<file path="src/rtl/geofence_driver_if.sv">
// rtl/geofence_driver_if.sv - X/Y stream and verdict link between geofence_driver and the engine
interface geofence_driver_if;
    logic       gf_reset;
    logic [9:0] X;
    logic [9:0] Y;
    logic       valid;
    logic       is_inside;

    // Driver side: owns the engine reset and the coordinate stream.
    modport master (
        output gf_reset,
        output X,
        output Y,
        input  valid,
        input  is_inside
    );

    // Engine side: consumes the stream and returns the verdict.
    modport slave (
        input  gf_reset,
        input  X,
        input  Y,
        output valid,
        output is_inside
    );
endinterface

</file>
<file path="src/rtl/geofence_driver.sv">
// rtl/geofence_driver.sv - frame sequencer for the geofence engine; GEOFENCE_DRIVER_SCORE_EN adds frame_cnt/inside_cnt
module geofence_driver #(
    parameter int FENCE_PTS   = 6,
    parameter int TIMEOUT_CYC = 64
) (
    input  logic        clk,
    input  logic        reset_n,
    input  logic        wr_en,
    input  logic [2:0]  wr_addr,
    input  logic [9:0]  wr_x,
    input  logic [9:0]  wr_y,
    input  logic        start,
    output logic        busy,
    output logic        result_valid,
    output logic        result_inside,
    output logic        timeout,
    geofence_driver_if.master eng
`ifdef GEOFENCE_DRIVER_SCORE_EN
    ,
    output logic [15:0] frame_cnt,
    output logic [15:0] inside_cnt
`endif
);

    localparam int IDX_W = $clog2(FENCE_PTS + 1);
    localparam int CNT_W = $clog2(TIMEOUT_CYC + 1);
    localparam logic [IDX_W-1:0] LAST_IDX = IDX_W'(FENCE_PTS);
    localparam logic [CNT_W-1:0] CNT_MAX  = {CNT_W{1'b1}};
    localparam logic [CNT_W-1:0] TO_LAST  = CNT_W'(TIMEOUT_CYC - 1);

    typedef enum logic [2:0] {
        IDLE,
        SEND_OBJ,
        SEND_PTS,
        WAIT,
        DONE
    } state_t;

    state_t           state;
    logic [IDX_W-1:0] idx;
    logic [IDX_W-1:0] nxt_idx;
    logic [CNT_W-1:0] wait_cnt;

    // Entry 0 is the object point, entries 1..FENCE_PTS are the fence vertices.
    logic [9:0] buf_x [0:FENCE_PTS];
    logic [9:0] buf_y [0:FENCE_PTS];

    assign nxt_idx = idx + 1'b1;

    // Frame buffer: host writes land in any state; out-of-range entries are dropped.
    always_ff @(posedge clk) begin
        if (wr_en && (int'(wr_addr) <= FENCE_PTS)) begin
            buf_x[wr_addr] <= wr_x;
            buf_y[wr_addr] <= wr_y;
        end
    end

    // Sequencer: release engine, stream object then vertices, wait for verdict or timeout.
    always_ff @(posedge clk or negedge reset_n) begin
        if (!reset_n) begin
            state         <= IDLE;
            eng.gf_reset  <= 1'b1;
            eng.X         <= '0;
            eng.Y         <= '0;
            busy          <= 1'b0;
            result_valid  <= 1'b0;
            result_inside <= 1'b0;
            timeout       <= 1'b0;
            idx           <= '0;
            wait_cnt      <= '0;
        end else begin
            case (state)
                IDLE: begin
                    if (start) begin
                        state        <= SEND_OBJ;
                        busy         <= 1'b1;
                        eng.gf_reset <= 1'b0;
                        eng.X        <= buf_x[0];
                        eng.Y        <= buf_y[0];
                        idx          <= '0;
                        wait_cnt     <= '0;
                    end
                end
                SEND_OBJ: begin
                    eng.X <= buf_x[1];
                    eng.Y <= buf_y[1];
                    idx   <= IDX_W'(1);
                    state <= SEND_PTS;
                end
                SEND_PTS: begin
                    // The last vertex stays on X/Y for the whole wait.
                    if (idx == LAST_IDX) begin
                        state <= WAIT;
                    end else begin
                        idx   <= nxt_idx;
                        eng.X <= buf_x[nxt_idx];
                        eng.Y <= buf_y[nxt_idx];
                    end
                end
                WAIT: begin
                    if (wait_cnt != CNT_MAX) begin
                        wait_cnt <= wait_cnt + 1'b1;
                    end
                    // A verdict arriving on the expiry cycle still wins over the timeout.
                    if (eng.valid) begin
                        result_inside <= eng.is_inside;
                        timeout       <= 1'b0;
                        result_valid  <= 1'b1;
                        state         <= DONE;
                    end else if (wait_cnt == TO_LAST) begin
                        result_inside <= 1'b0;
                        timeout       <= 1'b1;
                        result_valid  <= 1'b1;
                        state         <= DONE;
                    end
                end
                DONE: begin
                    result_valid <= 1'b0;
                    timeout      <= 1'b0;
                    eng.gf_reset <= 1'b1;
                    eng.X        <= '0;
                    eng.Y        <= '0;
                    busy         <= 1'b0;
                    idx          <= '0;
                    wait_cnt     <= '0;
                    state        <= IDLE;
                end
                default: begin
                    state        <= IDLE;
                    eng.gf_reset <= 1'b1;
                    busy         <= 1'b0;
                end
            endcase
        end
    end

`ifdef GEOFENCE_DRIVER_SCORE_EN
    // Result tallies, counted on each result pulse and saturating at all-ones.
    always_ff @(posedge clk or negedge reset_n) begin
        if (!reset_n) begin
            frame_cnt  <= '0;
            inside_cnt <= '0;
        end else if (result_valid) begin
            if (frame_cnt != 16'hFFFF) begin
                frame_cnt <= frame_cnt + 16'd1;
            end
            if (result_inside && (inside_cnt != 16'hFFFF)) begin
                inside_cnt <= inside_cnt + 16'd1;
            end
        end
    end
`endif

endmodule

</file>
<file path="src/flat_wrapper.sv">
// flat-port wrapper written by rule: the top's interface ports become plain ports
module geofence_driver_flat 
#(
    parameter int FENCE_PTS   = 6,
    parameter int TIMEOUT_CYC = 64
)
  (clk, reset_n, wr_en, wr_addr, wr_x, wr_y, start, busy, result_valid, result_inside, timeout, eng_gf_reset, eng_X, eng_Y, eng_valid, eng_is_inside);
  geofence_driver_if eng_i ();
  input  logic clk;
  input  logic reset_n;
  input  logic wr_en;
  input  logic [2:0] wr_addr;
  input  logic [9:0] wr_x;
  input  logic [9:0] wr_y;
  input  logic start;
  output logic busy;
  output logic result_valid;
  output logic result_inside;
  output logic timeout;
  output wire logic [$bits(eng_i.gf_reset)-1:0] eng_gf_reset;
  output wire logic [$bits(eng_i.X)-1:0] eng_X;
  output wire logic [$bits(eng_i.Y)-1:0] eng_Y;
  input wire logic [$bits(eng_i.valid)-1:0] eng_valid;
  input wire logic [$bits(eng_i.is_inside)-1:0] eng_is_inside;
  assign eng_gf_reset = eng_i.gf_reset;
  assign eng_X = eng_i.X;
  assign eng_Y = eng_i.Y;
  assign eng_i.valid = eng_valid;
  assign eng_i.is_inside = eng_is_inside;
  geofence_driver #(.FENCE_PTS(FENCE_PTS), .TIMEOUT_CYC(TIMEOUT_CYC)) u_core (.clk(clk), .reset_n(reset_n), .wr_en(wr_en), .wr_addr(wr_addr), .wr_x(wr_x), .wr_y(wr_y), .start(start), .busy(busy), .result_valid(result_valid), .result_inside(result_inside), .timeout(timeout), .eng(eng_i));
endmodule
</file>
<file path="config.mk">
export PLATFORM = sky130hd
export DESIGN_NAME = geofence_driver_flat
export DESIGN_NICKNAME = d
export VERILOG_FILES = /design/src/rtl/geofence_driver_if.sv /design/src/rtl/geofence_driver.sv /design/src/flat_wrapper.sv
export SDC_FILE = /design/constraint.sdc
export NUM_CORES = 1
export LEC_CHECK = 0
export ABC_CLOCK_PERIOD_IN_PS = 2200
export BUFFER_PORTS_ARGS = -buffer_cell sky130_fd_sc_hd__clkbuf_2
export CORE_AREA = 8 8 140 142
export DETAILED_ROUTE_END_ITERATION = 7
export DIE_AREA = 0 0 148 150
export PLACE_DENSITY = 0.7
export REMOVE_ABC_BUFFERS = 1
export SYNTH_ARGS = -nofsm -noshare
export SYNTH_HDL_FRONTEND = slang
export SYNTH_SLANG_ARGS = --single-unit
</file>
<file path="constraint.sdc">
create_clock -name clk -period 2.2 [get_ports clk]
set_input_delay 0.33 -clock clk [delete_from_list [all_inputs] [get_ports clk]]
set_output_delay 0.33 -clock clk [all_outputs]
set_load 0.05 [all_outputs]
</file>
Word-level counts from Yosys, hierarchy flattened
Memories as Yosys holds them, arrays and structs flattened.
Cells that the tools add are included.
W data, S select, Z words.
{"block": "totals", "regBits": 38, "latch_bits": 0, "memories": 2, "rom_bits": 0, "mem_bits_rw": 140, "out_inout_bits": 25, "in_bits": 29, "wordCells": 71}
{"memory": "u_core.buf_x", "words": 7, "word_bits": 10, "read_ports": 3, "rd_clocked_by_memory_dff": 0, "wr": 1, "line": "geofence_driver.sv:45", "rtl": "logic [9:0] buf_x [0:FENCE_PTS];"}
{"memory": "u_core.buf_y", "words": 7, "word_bits": 10, "read_ports": 3, "rd_clocked_by_memory_dff": 0, "wr": 1, "line": "geofence_driver.sv:46", "rtl": "logic [9:0] buf_y [0:FENCE_PTS];"}
{"block": "classes", "n_eq_ne": 12, "bitwise_logic": 1, "addsub": 2, "div": 0, "n_reduce_logical": 13, "muxes": 30, "n_mul": 0, "n_lt_le_gt_ge": 1, "shifts": 0}
{"cell": "$pmux W10 S4", "n": 2}
{"cell": "$mux W10", "n": 4}
{"cell": "$pmux W3 S4", "n": 2}
{"cell": "$pmux W7 S3", "n": 1}
{"cell": "$mux W3", "n": 6}
{"cell": "$mux W7", "n": 2}
{"cell": "$mux W1", "n": 9}
{"cell": "$reduce_and A3 Y1", "n": 3}
{"cell": "$pmux W1 S2", "n": 4}
{"cell": "$add A7 B1 Y7 const B", "n": 1}
{"cell": "$eq A7 B6 Y1 const B", "n": 1}
{"cell": "$ne A7 B7 Y1 const B", "n": 1}
{"cell": "$eq A3 B2 Y1 const B", "n": 2}
{"cell": "$eq A3 B3 Y1 const B", "n": 2}
{"cell": "$reduce_and A2 Y1", "n": 3}
{"cell": "$ne A2 B1 Y1 const B", "n": 2}
{"cell": "$ne A2 B2 Y1 const B", "n": 2}
{"cell": "$reduce_bool A2 Y1", "n": 2}
{"cell": "$reduce_bool A4 Y1", "n": 1}
{"cell": "$add A3 B1 Y3 const B", "n": 1}
{"cell": "$eq A3 B1 Y1 const B", "n": 1}
{"cell": "$le A3 B3 Y1 const B", "n": 1}
{"cell": "$logic_not A3 Y1", "n": 1}
{"cell": "$ne A3 B2 Y1 const B", "n": 1}
{"cell": "4 further kinds", "n": 4}

Longest topological paths before layout
{"block": "depth", "ltp_word": 4, "ltp_mapped": 10, "depth_no_buf": 6}

Worst setup path after synthesis
No wires, ideal clock.
{"block": "synth_timing", "kind": "in2reg", "from": "input port wr_addr[1]", "to": "memory u_core.buf_x[0][0], enable pin", "path_stages": 2, "t_arrival_ns": 1.911, "n_path_buf": 0, "setup_time_ns": 0.422, "path_slack_ns": -0.134, "required_time_ns": 1.778, "path_cell_list": "nand2b_1 nor3_1"}
{"block": "synth_via", "elab_chain_len": 4}
{"item": "start, declared", "line": "flat_wrapper.sv:12", "rtl": "input logic [2:0] wr_addr;"}
{"item": "$le A3 B3 Y1", "line": "geofence_driver.sv:52", "rtl": "if (wr_en && (int'(wr_addr) <= FENCE_PTS)) begin"}
{"item": "$logic_and A1 B1 Y1", "line": "geofence_driver.sv:52"}
{"item": "$mux W1", "line": "geofence_driver.sv:52"}
{"item": "$mux W1 (implied by the code)", "line": "geofence_driver.sv:53", "rtl": "buf_x[wr_addr] <= wr_x;"}
{"item": "end, declared", "line": "geofence_driver.sv:45"}
Several ways; a longest one is shown, not always the timed one.

Final worst setup path
{"block": "layout_timing", "from": "register u_core.state[0]", "to": "register u_core.wait_cnt[5]"}
{"block": "layout_via", "elab_chain_len": 3, "elab_cells_between_ends": 8, "cone_classes": "eq/ne: 4; mux: 1; reduce/logical: 3"}
{"item": "start, declared", "line": "geofence_driver.sv:39", "rtl": "state_t state;"}
{"item": "start signal, assigned", "line": "geofence_driver.sv:61", "rtl": "state <= IDLE;"}
{"item": "start signal, assigned", "line": "geofence_driver.sv:75", "rtl": "state <= SEND_OBJ;"}
{"item": "start signal, assigned", "line": "geofence_driver.sv:88", "rtl": "state <= SEND_PTS;"}
{"item": "$eq A3 B2 Y1 (tied with other cells)", "line": "geofence_driver.sv:72", "rtl": "case (state)"}
{"item": "$ne A2 B1 Y1 (no source line) (tied with other cells)"}
{"item": "$reduce_and A3 Y1 (no source line)"}
{"item": "end signal, assigned", "line": "geofence_driver.sv:102", "rtl": "wait_cnt <= wait_cnt + 1'b1;"}
{"item": "end, declared", "line": "geofence_driver.sv:42", "rtl": "logic [CNT_W-1:0] wait_cnt;"}
Several ways; a longest one is shown, not always the timed one.
A chain may end at the register's enable or synchronous reset.

==> metrics.md <==
| Metric | Value |
|---|---|
| Status | `complete, no violations` |
| Flop and latch count out of synthesis | `198` |
| Ys Warns | `0` |
| Post-Syn Instances | `about 500` |
| HP Class | `input port to flop` |
| RSZ-0062 raised after global routing | `no` |
| Die height | `150 um` |
| Area grow syn2layout | `14.3%` |
| Int Power | `between 8 and 9 mW` |
| Setup-failing EPs final | `0` |
| Sequential power share | `around a third` |
| Initial DRC Count | `between 500 and 600` |
| Pwr/cell area | `roughly 1400 nW/um^2` |
| Endpoints failing hold | `0` |
| DR WL met2 | `approximately 9000 um` |
| Crit-path cells | `and3b_1 -> o41ai_4 -> or4_1 -> a21oi_1` |
| Max Cap Viol | `0` |
| Slowest cell on crit path | `dfrtp_1` |
| First-pass GRT wire length | `29500 um` |
| # DRC | `0` |
| H-tree levels | `4` |
| Placed insts | `roughly 800` |
| Final Max Slew Viols | `0` |
| Synth Area in Compound Gates | `between 9 and 10%` |
| DP Area | `between 9000 and 10000 sq um` |
| Initial antenna violation count | `0` |
| Skew final | `9.58 ps` |
| Synthesized-area fraction occupied by xor and xnor cells | `less than 1%` |
| Final setup TNS | `0 ps` |
| Clk root buf | `clkbuf_16` |
| DR WL/cell | `22.1 um` |
| Total Die Area | `22200 sq um` |
| Vias/cell | `around 6` |
| P_leak | `around 3.5 nW` |
| Port-buffer cells | `53` |
| GRT overflow | `0` |
| Synth top area share | `between 50% and 60%` |
| Power share of the combinational group | `between 40% and 50%` |
| CP max FO | `12` |
| Fmax | `around 520 MHz` |
| Leading area contributor after synthesis | `edfxtp_1` |
| Clock power share | `21.5%` |
| CP required | `2560 ps` |
| Post-Synth Adder-Cell Area | `less than 1%` |
| Netlist cell types | `47` |
| Ranking of synthesized cells by area | `edfxtp_1 (57%), dfrtp_1 (11%), mux4_2 (11%)` |
| Ys flop type | `edfxtp_1` |
| Syn Area/Cell | `approximately 17 sq um` |
| Seq/Total Area, Yosys | `68.0%` |
| Worst setup SP type | `flop` |
| Via count | `4956` |
| Fin crit period | `a little under 2000 ps` |
| Routability Congestion | `roughly 0.82` |
| DRT Pass-1 Iters | `5` |
| Period utilisation layout | `between 80% and 90%` |
| CTS Buf Count | `17` |
| WP data arrival | `2300 ps` |
| Layout cells sized above 1 | `between 30 and 40%` |
| HPWL reported at the end of detailed placement | `roughly 11000 um` |
| Largest family of logic cells by synthesized area | `multiplexers` |
| CTS tree | `built` |
| Critical Path End Type | `flop` |
| Die W | `148 um` |
| Nets | `627` |
| Total setup buffers inserted after CTS | `0` |
| Design area | `9670 sq um` |
| Largest net degree at the start of global routing | `43` |
| Clk Latency, worst-skew pair | `430 ps` |
| Number of cell rows | `49` |
| Bufs on Longest Clock Path | `2` |
| Vias in the first global route | `5291` |
| Final Core Density | `55.2%` |
| Sw Share | `approximately two fifths` |
| Async SR Flop Fraction | `between 10% and 20%` |
| Crit Path Category | `flop to flop` |
| Wl on met1 | `around 7800 um` |
| Switching Power | `approximately 5.3 mW` |
| Critical path's largest stage delay | `590 ps` |
| Core area | `about 18000 sq um` |
| Clock-pin slew on the worst setup and hold paths | `70 ps` |
| Ant. Diodes | `0` |
| ANT nets after route | `0` |
| Non-filler cells, final | `837` |
| Initial core utilization | `48.3%` |
| Gr usage total | `between 10% and 20%` |
| Clock sink total | `between 150 and 200` |
| Highest metal used | `met4` |
| DR WL met3 | `around 1400 um` |
| # IOs | `54` |
| Synth Area in Simple Gates | `7.53%` |
| Post-synth EDFFs | `160` |
| Routed WL | `18500 um` |
| Maximum VDD drop | `0.000876 V` |
| Post-Syn Area | `about 8500 sq um` |
| Post-synthesis mux area share | `a little over a tenth` |
## flip-flops by register name, indices dropped and copies added (netlist names)
name / flops
u_core.buf_x: 80
u_core.buf_y: 80
u_core.eng.X: 10
u_core.eng.Y: 10
u_core.wait_cnt: 7
u_core.idx: 3
u_core.state: 3
u_core.busy: 1
u_core.eng.gf_reset: 1
u_core.result_inside: 1
u_core.result_valid: 1
u_core.timeout: 1
## cells in the mapped netlist (2+ instances only)
| cell | number |
|---|---|
| o211a_1 | 20 |
| or2b_1 | 2 |
| buf_6 | 8 |
| buf_2 | 9 |
| nand2_1 | 12 |
| nand3_1 | 48 |
| a211oi_1 | 20 |
| buf_4 | 4 |
| mux4_2 | 40 |
| and2_1 | 3 |
| o21ai_0 | 7 |
| nand2b_1 | 7 |
| nor3_1 | 3 |
| a21oi_1 | 9 |
| clkbuf_4 | 2 |
| o21ai_1 | 2 |
| nor2_1 | 49 |
| clkbuf_1 | 10 |
| ha_1 | 3 |
| a31oi_1 | 3 |
| edfxtp_1 | 160 |
| inv_1 | 9 |
| dfrtp_1 | 37 |
| buf_8 | 2 |
| a211oi_2 | 20 |
## cell usage in the layout (no fill, tap or decap), types with 9 or more instances in the layout
master,count
nand3_1,48
edfxtp_1,160
conb_1,20
o211a_1,20
a21oi_1,9
dfrtp_1,36
clkbuf_16,19
a211oi_1,20
clkbuf_2,53
a211oi_2,20
nor2_1,44
mux4_2,40
nand2_1,12
buf_4,25
inv_1,9
## worst max-delay path: cells and delay by family, from the launching register on
family	cells	cell delay (ps)
compound gates	2	360
simple gates	2	920
flops	1	590
## layout make-up
cell class	count	area, sq um
flip-flops and latches	198	5760
clock buffers	23	510
repair buffers	82	523
well taps	229	287
multi-input cells	287	2500
inverters	9	33.8
clock inverters	9	58.8
fillers	1411	7860
## per-stage QoR
stage               hold slack, ps  power (mW)  setup slack (ps)
detailed placement             328        11.0               277
CTS                            144        14.0               257
floorplan                     34.4        9.09             -1910
global placement               307        10.8               385
global route                   150        14.5              91.3
finish                         155        13.8               259
## final timing paths
check | start | endpoint | slack, ps | cells past startpoint
max reg2reg | u_core.state[0] | u_core.wait_cnt[5] | 260 | 4
max in group asynchronous | reset_n | u_core.eng.X[3] | 1220 | 3
max | u_core.state[0] | u_core.wait_cnt[5] | 260 | 4
min in group asynchronous | reset_n | u_core.busy | 390 | 2
min | eng_is_inside | u_core.result_inside | 160 | 2
min reg2reg | u_core.eng.gf_reset | u_core.eng.gf_reset | 460 | 2
## per-layer routing
metal,vias to the layer above,GRT usage [%]
met4,0,6.22
li1,2173,-
met2,224,29.0
met3,20,4.51
met1,2539,22.4
met5,-,0
## cell families (layout without fill, tap and decap cells)
logic type                 after synthesis  count (layout)
adders and majority gates                3               3
AOI/OAI and AO/OA                       88              88
xor gates and xnor gates                 2               2
muxes                                   42              42
buffers and inverters                   45             123
other                                    1              20
DFF                                    198             198
and+or+nand+nor                        132             132
## power by group through the flow
stage	clock network (mW)	logic, mW	registers [mW]
3_3_place_gp	0	5.92	4.91
6_report	2.97	6.01	4.87
3_5_place_dp	0	6.05	4.93
4_1_cts	3.02	6.07	4.86
5_1_grt	3.16	6.44	4.91
2_1_floorplan	0	3.34	5.75
## repair_timing
item	4_1_cts	5_1_grt
hold endpoints to repair	16	0
setup endpoints to repair	0	0
hold buffers	1	0
resized for setup	0	0
Power figures use the tool's default switching activity.
